$ cat src/rtl/mcu_mem_arbiter_pkg.sv
// Shared types for the M_CU memory-port arbiter: FSM state encoding and requester ids.
// Optional build macro MCU_ARB_LD_PRIO_EN is consumed by mcu_mem_arbiter.
package mcu_mem_arbiter_pkg;

  typedef enum logic [2:0] {
    ARB_IDLE    = 3'd0,
    ARB_LD_ADDR = 3'd1,
    ARB_LD_DATA = 3'd2,
    ARB_ST_ADDR = 3'd3,
    ARB_ST_DATA = 3'd4
  } mcu_arb_state_t;

  localparam logic ARB_LD = 1'b0;
  localparam logic ARB_ST = 1'b1;

  function automatic mcu_arb_state_t arb_addr_state(input logic side);
    return (side == ARB_LD) ? ARB_LD_ADDR : ARB_ST_ADDR;
  endfunction

endpackage

$ cat src/rtl/mcu_mem_arbiter_rr_arb2.sv
// Two-way round-robin pick between load and store requesters, with a load-priority override.
module mcu_mem_arbiter_rr_arb2
  import mcu_mem_arbiter_pkg::*;
(
  input  logic req_ld_i,
  input  logic req_st_i,
  input  logic rr_last_i,
  input  logic prio_ld_i,
  output logic gnt_vld_o,
  output logic gnt_side_o
);

  // NOTE: every output gets a default before any branch so no latch is inferred.
  always_comb begin
    gnt_vld_o  = req_ld_i | req_st_i;
    gnt_side_o = ARB_LD;
    if (req_ld_i && req_st_i) begin
      if (prio_ld_i) begin
        gnt_side_o = ARB_LD;
      end else begin
        gnt_side_o = (rr_last_i == ARB_ST) ? ARB_LD : ARB_ST;
      end
    end else if (req_st_i) begin
      gnt_side_o = ARB_ST;
    end
  end

endmodule

$ cat src/rtl/mcu_mem_arbiter.sv
// Burst-granular arbiter sharing one memory port between the M_CU load and store engines.
// Define MCU_ARB_LD_PRIO_EN for fixed load priority; otherwise ties alternate round-robin.
module mcu_mem_arbiter
  import mcu_mem_arbiter_pkg::*;
#(
  parameter int ADDR_WIDTH = 32,
  parameter int DATA_WIDTH = 32,
  parameter int LEN_WIDTH  = 8
) (
  input  logic                  clk,
  input  logic                  rst,
  input  logic                  ld_req_vld_i,
  output logic                  ld_req_rdy_o,
  input  logic [ADDR_WIDTH-1:0] ld_req_addr_i,
  input  logic [LEN_WIDTH-1:0]  ld_req_len_i,
  output logic [DATA_WIDTH-1:0] ld_rdata_o,
  output logic                  ld_rdata_vld_o,
  output logic                  ld_rdata_last_o,
  input  logic                  st_req_vld_i,
  output logic                  st_req_rdy_o,
  input  logic [ADDR_WIDTH-1:0] st_req_addr_i,
  input  logic [LEN_WIDTH-1:0]  st_req_len_i,
  input  logic [DATA_WIDTH-1:0] st_wdata_i,
  input  logic                  st_wdata_vld_i,
  output logic                  st_wdata_rdy_o,
  output logic                  mem_req_vld_o,
  input  logic                  mem_req_rdy_i,
  output logic                  mem_req_we_o,
  output logic [ADDR_WIDTH-1:0] mem_req_addr_o,
  output logic [LEN_WIDTH-1:0]  mem_req_len_o,
  output logic [DATA_WIDTH-1:0] mem_wdata_o,
  output logic                  mem_wdata_vld_o,
  input  logic                  mem_wdata_rdy_i,
  input  logic [DATA_WIDTH-1:0] mem_rdata_i,
  input  logic                  mem_rdata_vld_i
);

  mcu_arb_state_t        state_q, state_d;
  logic [LEN_WIDTH-1:0]  cnt_q, cnt_d;
  logic [LEN_WIDTH-1:0]  len_q, len_d;
  logic [ADDR_WIDTH-1:0] addr_q, addr_d;
  logic                  we_q, we_d;
  logic                  rr_last_q, rr_last_d;

  logic prio_ld;
  logic gnt_vld;
  logic gnt_side;
  logic in_idle;
  logic ld_data_act;
  logic st_data_act;
  logic st_beat;

`ifdef MCU_ARB_LD_PRIO_EN
  assign prio_ld = 1'b1;
`else
  assign prio_ld = 1'b0;
`endif

  mcu_mem_arbiter_rr_arb2 u_rr_arb2 (
    .req_ld_i   (ld_req_vld_i),
    .req_st_i   (st_req_vld_i),
    .rr_last_i  (rr_last_q),
    .prio_ld_i  (prio_ld),
    .gnt_vld_o  (gnt_vld),
    .gnt_side_o (gnt_side)
  );

  // Handshake outputs are held low while rst is high, even before the reset edge lands.
  assign in_idle     = !rst && (state_q == ARB_IDLE);
  assign ld_data_act = !rst && (state_q == ARB_LD_DATA);
  assign st_data_act = !rst && (state_q == ARB_ST_DATA);

  assign ld_req_rdy_o = in_idle && gnt_vld && (gnt_side == ARB_LD);
  assign st_req_rdy_o = in_idle && gnt_vld && (gnt_side == ARB_ST);

  assign mem_req_vld_o  = !rst && ((state_q == ARB_LD_ADDR) || (state_q == ARB_ST_ADDR));
  assign mem_req_we_o   = we_q;
  assign mem_req_addr_o = addr_q;
  assign mem_req_len_o  = len_q;

  assign ld_rdata_vld_o  = ld_data_act && mem_rdata_vld_i;
  assign ld_rdata_o      = ld_data_act ? mem_rdata_i : '0;
  assign ld_rdata_last_o = ld_rdata_vld_o && (cnt_q == '0);

  assign mem_wdata_vld_o = st_data_act && st_wdata_vld_i;
  assign mem_wdata_o     = st_data_act ? st_wdata_i : '0;
  assign st_wdata_rdy_o  = st_data_act && mem_wdata_rdy_i;
  assign st_beat         = mem_wdata_vld_o && mem_wdata_rdy_i;

  always_comb begin
    state_d   = state_q;
    cnt_d     = cnt_q;
    len_d     = len_q;
    addr_d    = addr_q;
    we_d      = we_q;
    rr_last_d = rr_last_q;
    case (state_q)
      ARB_IDLE: begin
        if (gnt_vld) begin
          state_d = arb_addr_state(gnt_side);
          we_d    = (gnt_side == ARB_ST);
          addr_d  = (gnt_side == ARB_LD) ? ld_req_addr_i : st_req_addr_i;
          len_d   = (gnt_side == ARB_LD) ? ld_req_len_i  : st_req_len_i;
        end
      end
      ARB_LD_ADDR, ARB_ST_ADDR: begin
        if (mem_req_rdy_i) begin
          cnt_d   = len_q;
          state_d = (state_q == ARB_LD_ADDR) ? ARB_LD_DATA : ARB_ST_DATA;
        end
      end
      ARB_LD_DATA: begin
        if (mem_rdata_vld_i) begin
          if (cnt_q == '0) begin
            state_d   = ARB_IDLE;
            rr_last_d = ARB_LD;
          end else begin
            cnt_d = cnt_q - LEN_WIDTH'(1);
          end
        end
      end
      ARB_ST_DATA: begin
        if (st_beat) begin
          if (cnt_q == '0) begin
            state_d   = ARB_IDLE;
            rr_last_d = ARB_ST;
          end else begin
            cnt_d = cnt_q - LEN_WIDTH'(1);
          end
        end
      end
      default: state_d = ARB_IDLE;
    endcase
  end

  // NOTE: state registers use non-blocking assignments so every flop samples pre-edge values.
  always_ff @(posedge clk) begin
    if (rst) begin
      state_q   <= ARB_IDLE;
      cnt_q     <= '0;
      len_q     <= '0;
      addr_q    <= '0;
      we_q      <= 1'b0;
      rr_last_q <= ARB_ST;
    end else begin
      state_q   <= state_d;
      cnt_q     <= cnt_d;
      len_q     <= len_d;
      addr_q    <= addr_d;
      we_q      <= we_d;
      rr_last_q <= rr_last_d;
    end
  end

  // Read beats have no backpressure, so one arriving outside a load burst is lost.
  rdata_only_in_ld_data_a : assert property (@(posedge clk) disable iff (rst)
    mem_rdata_vld_i |-> (state_q == ARB_LD_DATA));

endmodule

$ cat config.mk
export PLATFORM = sky130hd
export DESIGN_NAME = mcu_mem_arbiter
export DESIGN_NICKNAME = d
export VERILOG_FILES = /design/src/rtl/mcu_mem_arbiter_pkg.sv /design/src/rtl/mcu_mem_arbiter_rr_arb2.sv /design/src/rtl/mcu_mem_arbiter.sv
export SDC_FILE = /design/constraint.sdc
export NUM_CORES = 1
export LEC_CHECK = 0
export ABC_AREA = 0
export BUFFER_PORTS_ARGS = -buffer_cell sky130_fd_sc_hd__buf_4
export CAP_MARGIN = 15
export CORE_AREA = 4 4 100 102
export CTS_CLUSTER_DIAMETER = 80
export DETAILED_ROUTE_END_ITERATION = 7
export DIE_AREA = 0 0 104 106
export PLACE_DENSITY = 0.81
export SLEW_MARGIN = 30
export SYNTH_ARGS = -nofsm -noshare
export SYNTH_HDL_FRONTEND = slang
export SYNTH_SLANG_ARGS = --single-unit
$ cat constraint.sdc
create_clock -name clk -period 5.15 [get_ports clk]
set_input_delay 0.515 -clock clk [delete_from_list [all_inputs] [get_ports clk]]
set_output_delay 0.515 -clock clk [all_outputs]
set_load 0.03 [all_outputs]
# --- Word level (Yosys, flattened, before mapping) ---
# Cells that the tools add are included.
classes:
  n_bitwise: 2
  eq_ne: 10
  mux: 25
  reduce_logical: 24
  add_sub_neg: 1
ops:
  columns: ["cell", "n"]
  rows:
  - ["two-way mux 32 bit", 3]
  - ["two-way mux 8 bit", 5]
  - ["one-hot mux 8 bit (3 select lines)", 1]
  - ["two-way mux 3 bit", 6]
  - ["logical AND 1 bit", 13]
  - ["one-hot mux 3 bit (4 select lines)", 1]
  - ["zero test 8 bit", 1]
  - ["!= test 2 bit (second input constant)", 4]
  - ["AND reduction 4 bit", 2]
  - ["subtractor 8 x 1 -> 8 bit (second input constant)", 1]
  - ["two-way mux 1 bit", 7]
  - ["== test 3 x 2 -> 1 bit (second input constant)", 2]
  - ["AND reduction 5 bit", 1]
  - ["!= test 2 x 1 -> 1 bit (second input constant)", 2]
  - ["== test 3 x 1 -> 1 bit (second input constant)", 1]
  - ["== test 3 bit (second input constant)", 1]
  - ["zero test 3 bit", 1]
  - ["nonzero test 3 bit", 1]
  - ["two-way mux 2 bit", 1]
  - ["one-hot mux 1 bit (2 select lines)", 1]
  - ["AND reduction 2 bit", 1]
  - ["nonzero test 2 bit", 1]
  - ["OR reduction 2 bit", 1]
  - ["zero test 1 bit", 1]
  - ["other kinds (3)", 3]
word_totals:
  reg_bits: 53
  wordCells: 68
  out_inout_bits: 112

# --- Longest topological paths before layout ---
# Gate-level depths: netlist of the first run.
logic_depth:
  depth_word: 6
  ltp_mapped: 7
  ltp_nobuf: 6

# --- Hierarchy ---
# From an unflattened synthesis of the first run, not the netlist that was laid out.
unflattened:
  cells_unflattened: 379
  area_unflattened_um2: 3193.1
modules_own_cells:
  columns: ["mod", "area_per_inst_um2", "n_inst", "cells_each"]
  rows:
  - ["mcu_mem_arbiter", 3175.5, 1, 376]
  - ["mcu_mem_arbiter_rr_arb2", 17.5, 1, 3]

# --- Worst setup path before layout of the first run ---
# No wires, ideal clock.
synth_path:
  kind: "input to output"
  start: "input port st_req_vld_i"
  end: "output port ld_req_rdy_o"
  path_stages: 4
  required_time_ps: 4635
  path_slack_ps: 2813
  arrival_ps: 1822
  path_cell_list: "a21boi_0 clkbuf_1 buf_1 nor3_1"
synth_between:
  elab_chain_cells: 4
synth_rtl:
  columns: ["element", "line", "text"]
  rows:
  - ["start: declaration", "mcu_mem_arbiter.sv:19", "input logic st_req_vld_i,"]
  - ["two-way mux 1 bit / logical AND 1 bit (equally long branches)", "mcu_mem_arbiter_rr_arb2.sv:23, mcu_mem_arbiter_rr_arb2.sv:17", null]
  - ["two-way mux 1 bit", "mcu_mem_arbiter_rr_arb2.sv:17", "if (req_ld_i && req_st_i) begin"]
  - ["inverter 1 bit", null, null]
  - ["logical AND 1 bit *", "mcu_mem_arbiter.sv:73", "assign ld_req_rdy_o = in_idle && gnt_vld && (gnt_side == ARB_LD);"]
  - ["end: declaration", "mcu_mem_arbiter.sv:13", "output logic ld_req_rdy_o,"]
# Mark *: on every way between the ends. The rest lies on a longest branch, timed or not.

# --- Final worst setup path of the first run ---
layout_path:
  start: "register state_q[0]"
  end: "output port ld_rdata_last_o"
layout_between:
  elab_chain_cells: 4
layout_rtl:
  columns: ["element", "line", "text"]
  rows:
  - ["start: declaration", "mcu_mem_arbiter.sv:38", "mcu_arb_state_t state_q, state_d;"]
  - ["start signal: assignment", "mcu_mem_arbiter.sv:146", "state_q <= state_d;"]
  - ["== test 3 x 2 -> 1 bit", "mcu_mem_arbiter.sv:70", "assign ld_data_act = !rst && (state_q == ARB_LD_DATA);"]
  - ["logical AND 1 bit", "mcu_mem_arbiter.sv:70", null]
  - ["logical AND 1 bit", "mcu_mem_arbiter.sv:81", "assign ld_rdata_vld_o = ld_data_act && mem_rdata_vld_i;"]
  - ["logical AND 1 bit", "mcu_mem_arbiter.sv:83", "assign ld_rdata_last_o = ld_rdata_vld_o && (cnt_q == '0);"]
  - ["end: declaration", "mcu_mem_arbiter.sv:18", "output logic ld_rdata_last_o,"]
# No other way between the ends.

==> reports/qor.yml, run 1 <==
hpwl_um: 9212
synth.distinct_cells: 43
nets: 769
fin_skew_ns: 0.01431
wire_per_inst_um: 15.61
report.final.slew_viol_count: 0
worstMarginPinSlew_ns: 0.9251
grt_pass1_wl_um: 17600
p_clk_frac: 0.139
first_pass_iters: 4
hold_viol: 0
netlist.area_leader.share: 0.3362
cp-start-kind: "flip-flop"
core_um2: 9109
post_cts_buffers: 0
period_needed_ns: 2.962
clk_pin_slew_ns: 0.09
leakage_nw: 2.528
fmax_mhz: 337.6
areaGrowthSynthToFinish_pct: 66.85
vias_per_cell: 4.949
drive_gt1_frac: 0.4602
dp_slack_ns: 2.482
die_w_um: 104
final_common_cell: "buf_4"
crit_chain: "nand2b_1, nor3_4, and2_1, and3_1, buf_4"
avgSynthCellArea_um2: 8.392
hp-class: "flip-flop to flip-flop"
synth_top_flop_cell: "dfxtp_1"
cts.sinks: 53
num_rows: 35
drc_errors: 0
p_sw_frac: 0.4201
antenna_found_initial: 0
setup_ws_ns: 2.188
synth_largest_area_cell: "dfxtp_1"
htree_levels: 2
io_pins: 264
path_buf_inv: 1
first_global_vias: 3393
num_vias: 3593
synthArstFlopShare: 0
grt_max_degree: 81
outcome: "finished clean"
final_cells: 726
ys_seq_area_frac: 0.3362
seqPwrFrac: 0.343
synth-seq-cells: 53
numCtsBuffers: 5
place_congestion: 0.8420
max_stage_delay_ns: 0.66
drtIter0Drc: 133
fill_cells: 801
fin_util: 0.5780
cp.arrival_ns: 2.45
rsz0062_at_grt: "false"
cts_tree: "done"
syn_inst: 376
cts_buffer_depth: 2
wl_um: 11330
end_kind: "output pin"
crit_required_ns: 4.64
clk_latency_ns: 0.30
grt_use_total: 0.1926
synth_edf_count: 0
grt_overflow_total: 0
cap_violations: 0
yosys_warnings: 0
setup_viol: 0
grt_busiest_layer: "met2"
initial_core_util: 0.3464
net-switching-power_mw: 0.7102
timing.final.crit_share: 0.5752
maxSlewHeadroom: 0.3824
ctsHoldBuffers: 0
critPathMaxFanout: 33
power_density_nw_per_um2: 321.1
synth_nets: 530
p_int_mw: 0.9806
io_buffers: 263
cpMaxStageDelayCell: "nor3_4"
final_cell_mix: "267 x buf_4, 67 x and2_1, 53 x dfxtp_1"
dieArea_um2: 11020
use_met2: 0.3909
dpl.cell_count: 719
die_y_um: 106
cts_resized: 0
syn_area_um2: 3156
critPathTopFamily: "simple AND/OR/NAND/NOR gates"
peakVddDrop_mv: 0.1538
p_comb_frac: 0.518
use_met1: 0.1983
synth_area_leaders: "dfxtp_1 34%, mux2i_1 13%, and2_1 13%"
grt_use_met3: 0.05222
critical_path_class: "flip-flop to output pin"
ant_nets: 0
root_buffer: "clkbuf_8"
antennaDiodeCount: 0
final.setup.tns_ns: 0
metrics by stage:
step                      power, mW  hold slack [ns]  cell area (um^2)
after floorplan               1.143           0.4624              3156
after global placement        1.452           0.4785              5172
after detailed placement      1.472           0.4911              5179
after CTS                     1.709           0.5050              5265
after global routing          1.802           0.5209              5265
final                         1.691           0.5016              5265
synth_stat cells (2+ instances only):
| master | count |
|---|---|
| nor3_1 | 11 |
| nand3b_1 | 2 |
| o211ai_1 | 7 |
| mux2i_1 | 42 |
| nor4_1 | 4 |
| ha_1 | 2 |
| nor4b_1 | 3 |
| nor2_1 | 46 |
| buf_2 | 6 |
| o21ai_0 | 10 |
| or3b_2 | 2 |
| and3_1 | 2 |
| a211oi_1 | 44 |
| nor3b_1 | 3 |
| buf_1 | 2 |
| clkbuf_1 | 25 |
| nand2_1 | 6 |
| and2_1 | 67 |
| inv_1 | 4 |
| a21oi_1 | 7 |
| o21a_1 | 7 |
| dfxtp_1 | 53 |
area by class of cell:
class,instances,area [um^2],area share
clock buffer,7,86.33,0.01640
inverter,4,15.01,0.002852
multi-input combinational,284,1959,0.3721
sequential,53,1061,0.2015
tap,111,138.9,0.02638
timing repair buffer,267,2004,0.3807
power groups by stage:
stage,clock network (mW),logic (mW),registers [mW]
after floorplan,0,0.433,0.711
after global placement,0,0.866,0.586
after detailed placement,0,0.883,0.589
after CTS,0.244,0.884,0.581
after global routing,0.258,0.949,0.595
final,0.235,0.875,0.581
registers in the layout, indices dropped and copies added (netlist names):
name	count
cnt_q	8
mem_req_addr_o	32
mem_req_len_o	8
mem_req_we_o	1
rr_last_q	1
state_q	3
cell families after synthesis:
group                      count (synthesis)  share of synthesized area
AOI/OAI and AO/OA                         85                     0.1939
adders and majority gates                  2                   0.007929
xor gates and xnor gates                   1                   0.002776
muxes                                     42                     0.1332
buffers and inverters                     39                    0.05234
DFF                                       53                     0.3362
and+or+nand+nor                          154                     0.2736
final timing paths:
check                                        start            endpoint  slack [ns]  depth (start not counted)
worst max-delay path                    state_q[0]     ld_rdata_last_o        2.19                          5
worst max register to register          state_q[0]   mem_req_addr_o[0]        2.75                          5
worst min-delay path            mem_req_addr_o[19]  mem_req_addr_o[19]        0.50                          2
worst min register to register  mem_req_addr_o[19]  mem_req_addr_o[19]        0.50                          2
layer usage:
| metal | vias up | part of all wire | wire (um) |
|---|---|---|---|
| met2 | 165 | 0.56 | 6320 |
| met1 | 1604 | 0.35 | 3969 |
| met3 | 10 | 0.083 | 942 |
| met5 | - | 0 | 0 |
| met4 | 0 | 0.0086 | 97 |
| li1 | 1814 | - | - |
worst register-to-register path, cell delays in order (launching register included):
cell and delay (ns):
dfxtp_1 0.61, nor3_1 0.52, nor2b_4 0.23, buf_4 0.57
nor2_1 0.13, a211oi_1 0.25
(Power assumes the default switching activity.)
==> run 2, diff against run 1 <==
--- a/config.mk
+++ b/config.mk
@@ -5,14 +5,14 @@
 export SDC_FILE = /design/constraint.sdc
 export NUM_CORES = 1
 export LEC_CHECK = 0
-export ABC_AREA = 0
+export ABC_AREA = 1
 export BUFFER_PORTS_ARGS = -buffer_cell sky130_fd_sc_hd__buf_4
 export CAP_MARGIN = 15
-export CORE_AREA = 4 4 100 102
+export CORE_AREA = 4 4 101 103
 export CTS_CLUSTER_DIAMETER = 80
 export DETAILED_ROUTE_END_ITERATION = 7
-export DIE_AREA = 0 0 104 106
-export PLACE_DENSITY = 0.81
+export DIE_AREA = 0 0 105 107
+export PLACE_DENSITY = 0.8
 export SLEW_MARGIN = 30
 export SYNTH_ARGS = -nofsm -noshare
 export SYNTH_HDL_FRONTEND = slang
==> constraint.sdc (replaced) <==
create_clock -name clk -period 3.1 [get_ports clk]
set_input_delay 0.31 -clock clk [delete_from_list [all_inputs] [get_ports clk]]
set_output_delay 0.31 -clock clk [all_outputs]
set_load 0.03 [all_outputs]
==> reports/qor.yml, run 2 <==
outcome: "finished clean"
maxSlewHeadroom: 0.6746  # +0.2922
cts_tree: "done"
grt_max_degree: 54  # -33%
cts_buffer_depth: 2  # unchanged
hold_depth: 2  # unchanged
crit_required_ns: 2.79  # -1.85 ns
drive_gt1_frac: 0.3756  # -0.08453
worstMarginPinSlew_ns: 0.4881  # -0.4370 ns
die_y_um: 107  # +0.94%
cap_violations: 0  # unchanged
wire_per_inst_um: 14.99  # -4.0%
cts_resized: 0  # unchanged
grt_pass1_wl_um: 20220  # +15%
cp.depth: 7  # +2
synth_edf_count: 0  # unchanged
ff2ff_setup_slack_ns: 1.14  # -1.61 ns
setup_viol: 0  # unchanged
core_um2: 9196  # +0.96%
timing.rr.end: "mem_req_addr_o[4]"
r2r-start: "state_q[1]"
areaGrowthSynthToFinish_pct: 68.70
crit_chain: "nor2_2, inv_2, nor3_4, buf_4, inv_2, nor3_1, buf_4"
rsz0062_at_grt: "false"
synth_top_flop_cell: "dfxtp_1"
final_common_cell: "buf_4"
clk_pin_slew_ns: 0.09  # about the same
vias_per_cell: 4.864  # -1.7%
fmax_mhz: 423.2
critPathMaxFanout: 41  # +24%
numCtsBuffers: 5  # unchanged
post_cts_buffers: 0  # unchanged
first_global_vias: 4036  # +19%
fin_total_pwr_mw: 4.395  # +160%
synth.distinct_cells: 25  # -42%
final.setup.tns_ns: 0  # unchanged
io_buffers: 263  # unchanged
initial_core_util: 0.3442  # -0.002211
htree_levels: 2  # unchanged
netlist.area_leader.share: 0.3352  # -0.001063
seqCellArea_um2: 1061  # unchanged
synth_nets: 691  # +30%
fin_skew_ns: 0.009419  # -0.004888 ns
critical_path_class: "flip-flop to output pin"
synth_area_leaders: "dfxtp_1 34%, a21oi_1 13%, nor2_1 12%"
ctsHoldBuffers: 0  # unchanged
report.final.slew_viol_count: 0  # unchanged
num_vias: 4392  # +22%
grt_overflow_total: 0  # unchanged
synth-seq-cells: 53  # unchanged
cp-start-kind: "flip-flop"
root_buffer: "clkbuf_8"
ant_nets: 0  # unchanged
nets: 941  # +22%
syn_inst: 537  # +43%
peakVddDrop_mv: 0.5149  # +230%
setup_ws_ns: 0.7373  # -1.450 ns
cp.arrival_ns: 2.05  # -0.40 ns
hp-class: "input pin to flip-flop"
min_from: "rst"
fill_cells: 893  # +11%
multi_input_area_um2: 1672  # -15%
yosys_warnings: 0  # unchanged
io_pins: 264  # unchanged
syn_area_um2: 3166  # +0.32%
max_stage_delay_ns: 0.38  # -0.28 ns
first_pass_iters: 5  # +1
place_congestion: 0.9491  # +13%
drc_errors: 0  # unchanged
end_kind: "output pin"
dieArea_um2: 11240  # +1.9%
num_rows: 35  # unchanged
final_cell_mix: "270 x buf_4, 103 x nor2_1, 87 x inv_1, 87 x nand2_1, 83 x a21oi_1"
hold_viol: 0  # unchanged
synthArstFlopShare: 0  # unchanged
wl_um: 13530  # +19%
hpwl_um: 10790  # +17%
ys_seq_area_frac: 0.3352  # -0.001063
path_buf_inv: 4  # +3
fin_hold_ws_ns: 0.2409  # -0.2608 ns
drtIter0Drc: 315  # +140%
die_w_um: 105  # +0.96%
leakage_nw: 3.081  # +22%
power_density_nw_per_um2: 823.0  # +160%
timing.final.crit_share: 0.7622
grt_use_total: 0.2216  # +0.02904
synth.most_common_cell: "nor2_1"
antenna_found_initial: 4  # +4
critPathTopFamily: "buffers and inverters"
synth_common_cells: "103 x nor2_1, 87 x inv_1, 87 x nand2_1"
largest_reg_flops: 32  # unchanged
synth_largest_area_cell: "dfxtp_1"
holdPathEnd: "mem_req_we_o"
clk_latency_ns: 0.31  # about the same
cts.sinks: 53  # unchanged
period_needed_ns: 2.363
dp_slack_ns: 1.092  # -1.390 ns
worst-r2r-cell-count: 8  # +3
cpMaxStageDelayCell: "dfxtp_1"
avgSynthCellArea_um2: 5.895  # -30%
run 2: worst max path at each step:
stage                         endpoint    startpoint
after floorplan           ld_req_rdy_o    state_q[1]
after global placement    st_req_rdy_o  ld_req_vld_i
after detailed placement  st_req_rdy_o    state_q[1]
after CTS                 st_req_rdy_o    state_q[1]
after global routing      st_req_rdy_o    state_q[1]
final                     st_req_rdy_o    state_q[1]
run 2: cell families after synthesis:
logic type                 Yosys count  synth area share
and+or+nand+nor                    231            0.3032
adders and majority gates            2          0.007904
DFF                                 53            0.3352
AOI/OAI and AO/OA                  133            0.2127
buffers and inverters              118            0.1411
run 2: where the power goes:
part | leakage (nW) | switching [mW] | internal (mW)
sequential | 0.439 | 0.189 | 0.947
combinational | 2.60 | 1.84 | 1.02
clock | 0.0446 | 0.244 | 0.161
total | 3.08 | 2.27 | 2.13
run 2: final cells by class:
class	count	share of cell area
Multi-Input combinational cell	366	0.3130
Inverter	91	0.06396
Clock inverter	3	0.003983
Clock buffer	5	0.01289
Tap cell	111	0.02601
Sequential cell	53	0.1987
Antenna cell	4	0.001874
Timing Repair Buffer	270	0.3796
run 2: routing by layer:
metal,track usage,part of all wire
met4,0.1068,0.030
met5,0,0
met3,0.06321,0.097
met2,0.3918,0.51
met1,0.2440,0.36
run 2: worst reg2reg max path: stages, from the launching register on:
cell and delay (ns):
dfxtp_1 0.38, nor2_2 0.14, inv_2 0.07, nor3_4 0.10
buf_4 0.36, inv_2 0.29, buf_4 0.29, a21oi_1 0.16
a21oi_1 0.09
run 2: stage by stage:
stage | instance area, um^2 | util | std cells
floorplan | 3166 | - | 537
global placement | 5240 | 0.5698 | 891
detailed placement | 5240 | 0.5698 | 891
CTS | 5330 | 0.5796 | 899
global route | 5340 | 0.5807 | 903
finish | 5340 | 0.5807 | 903
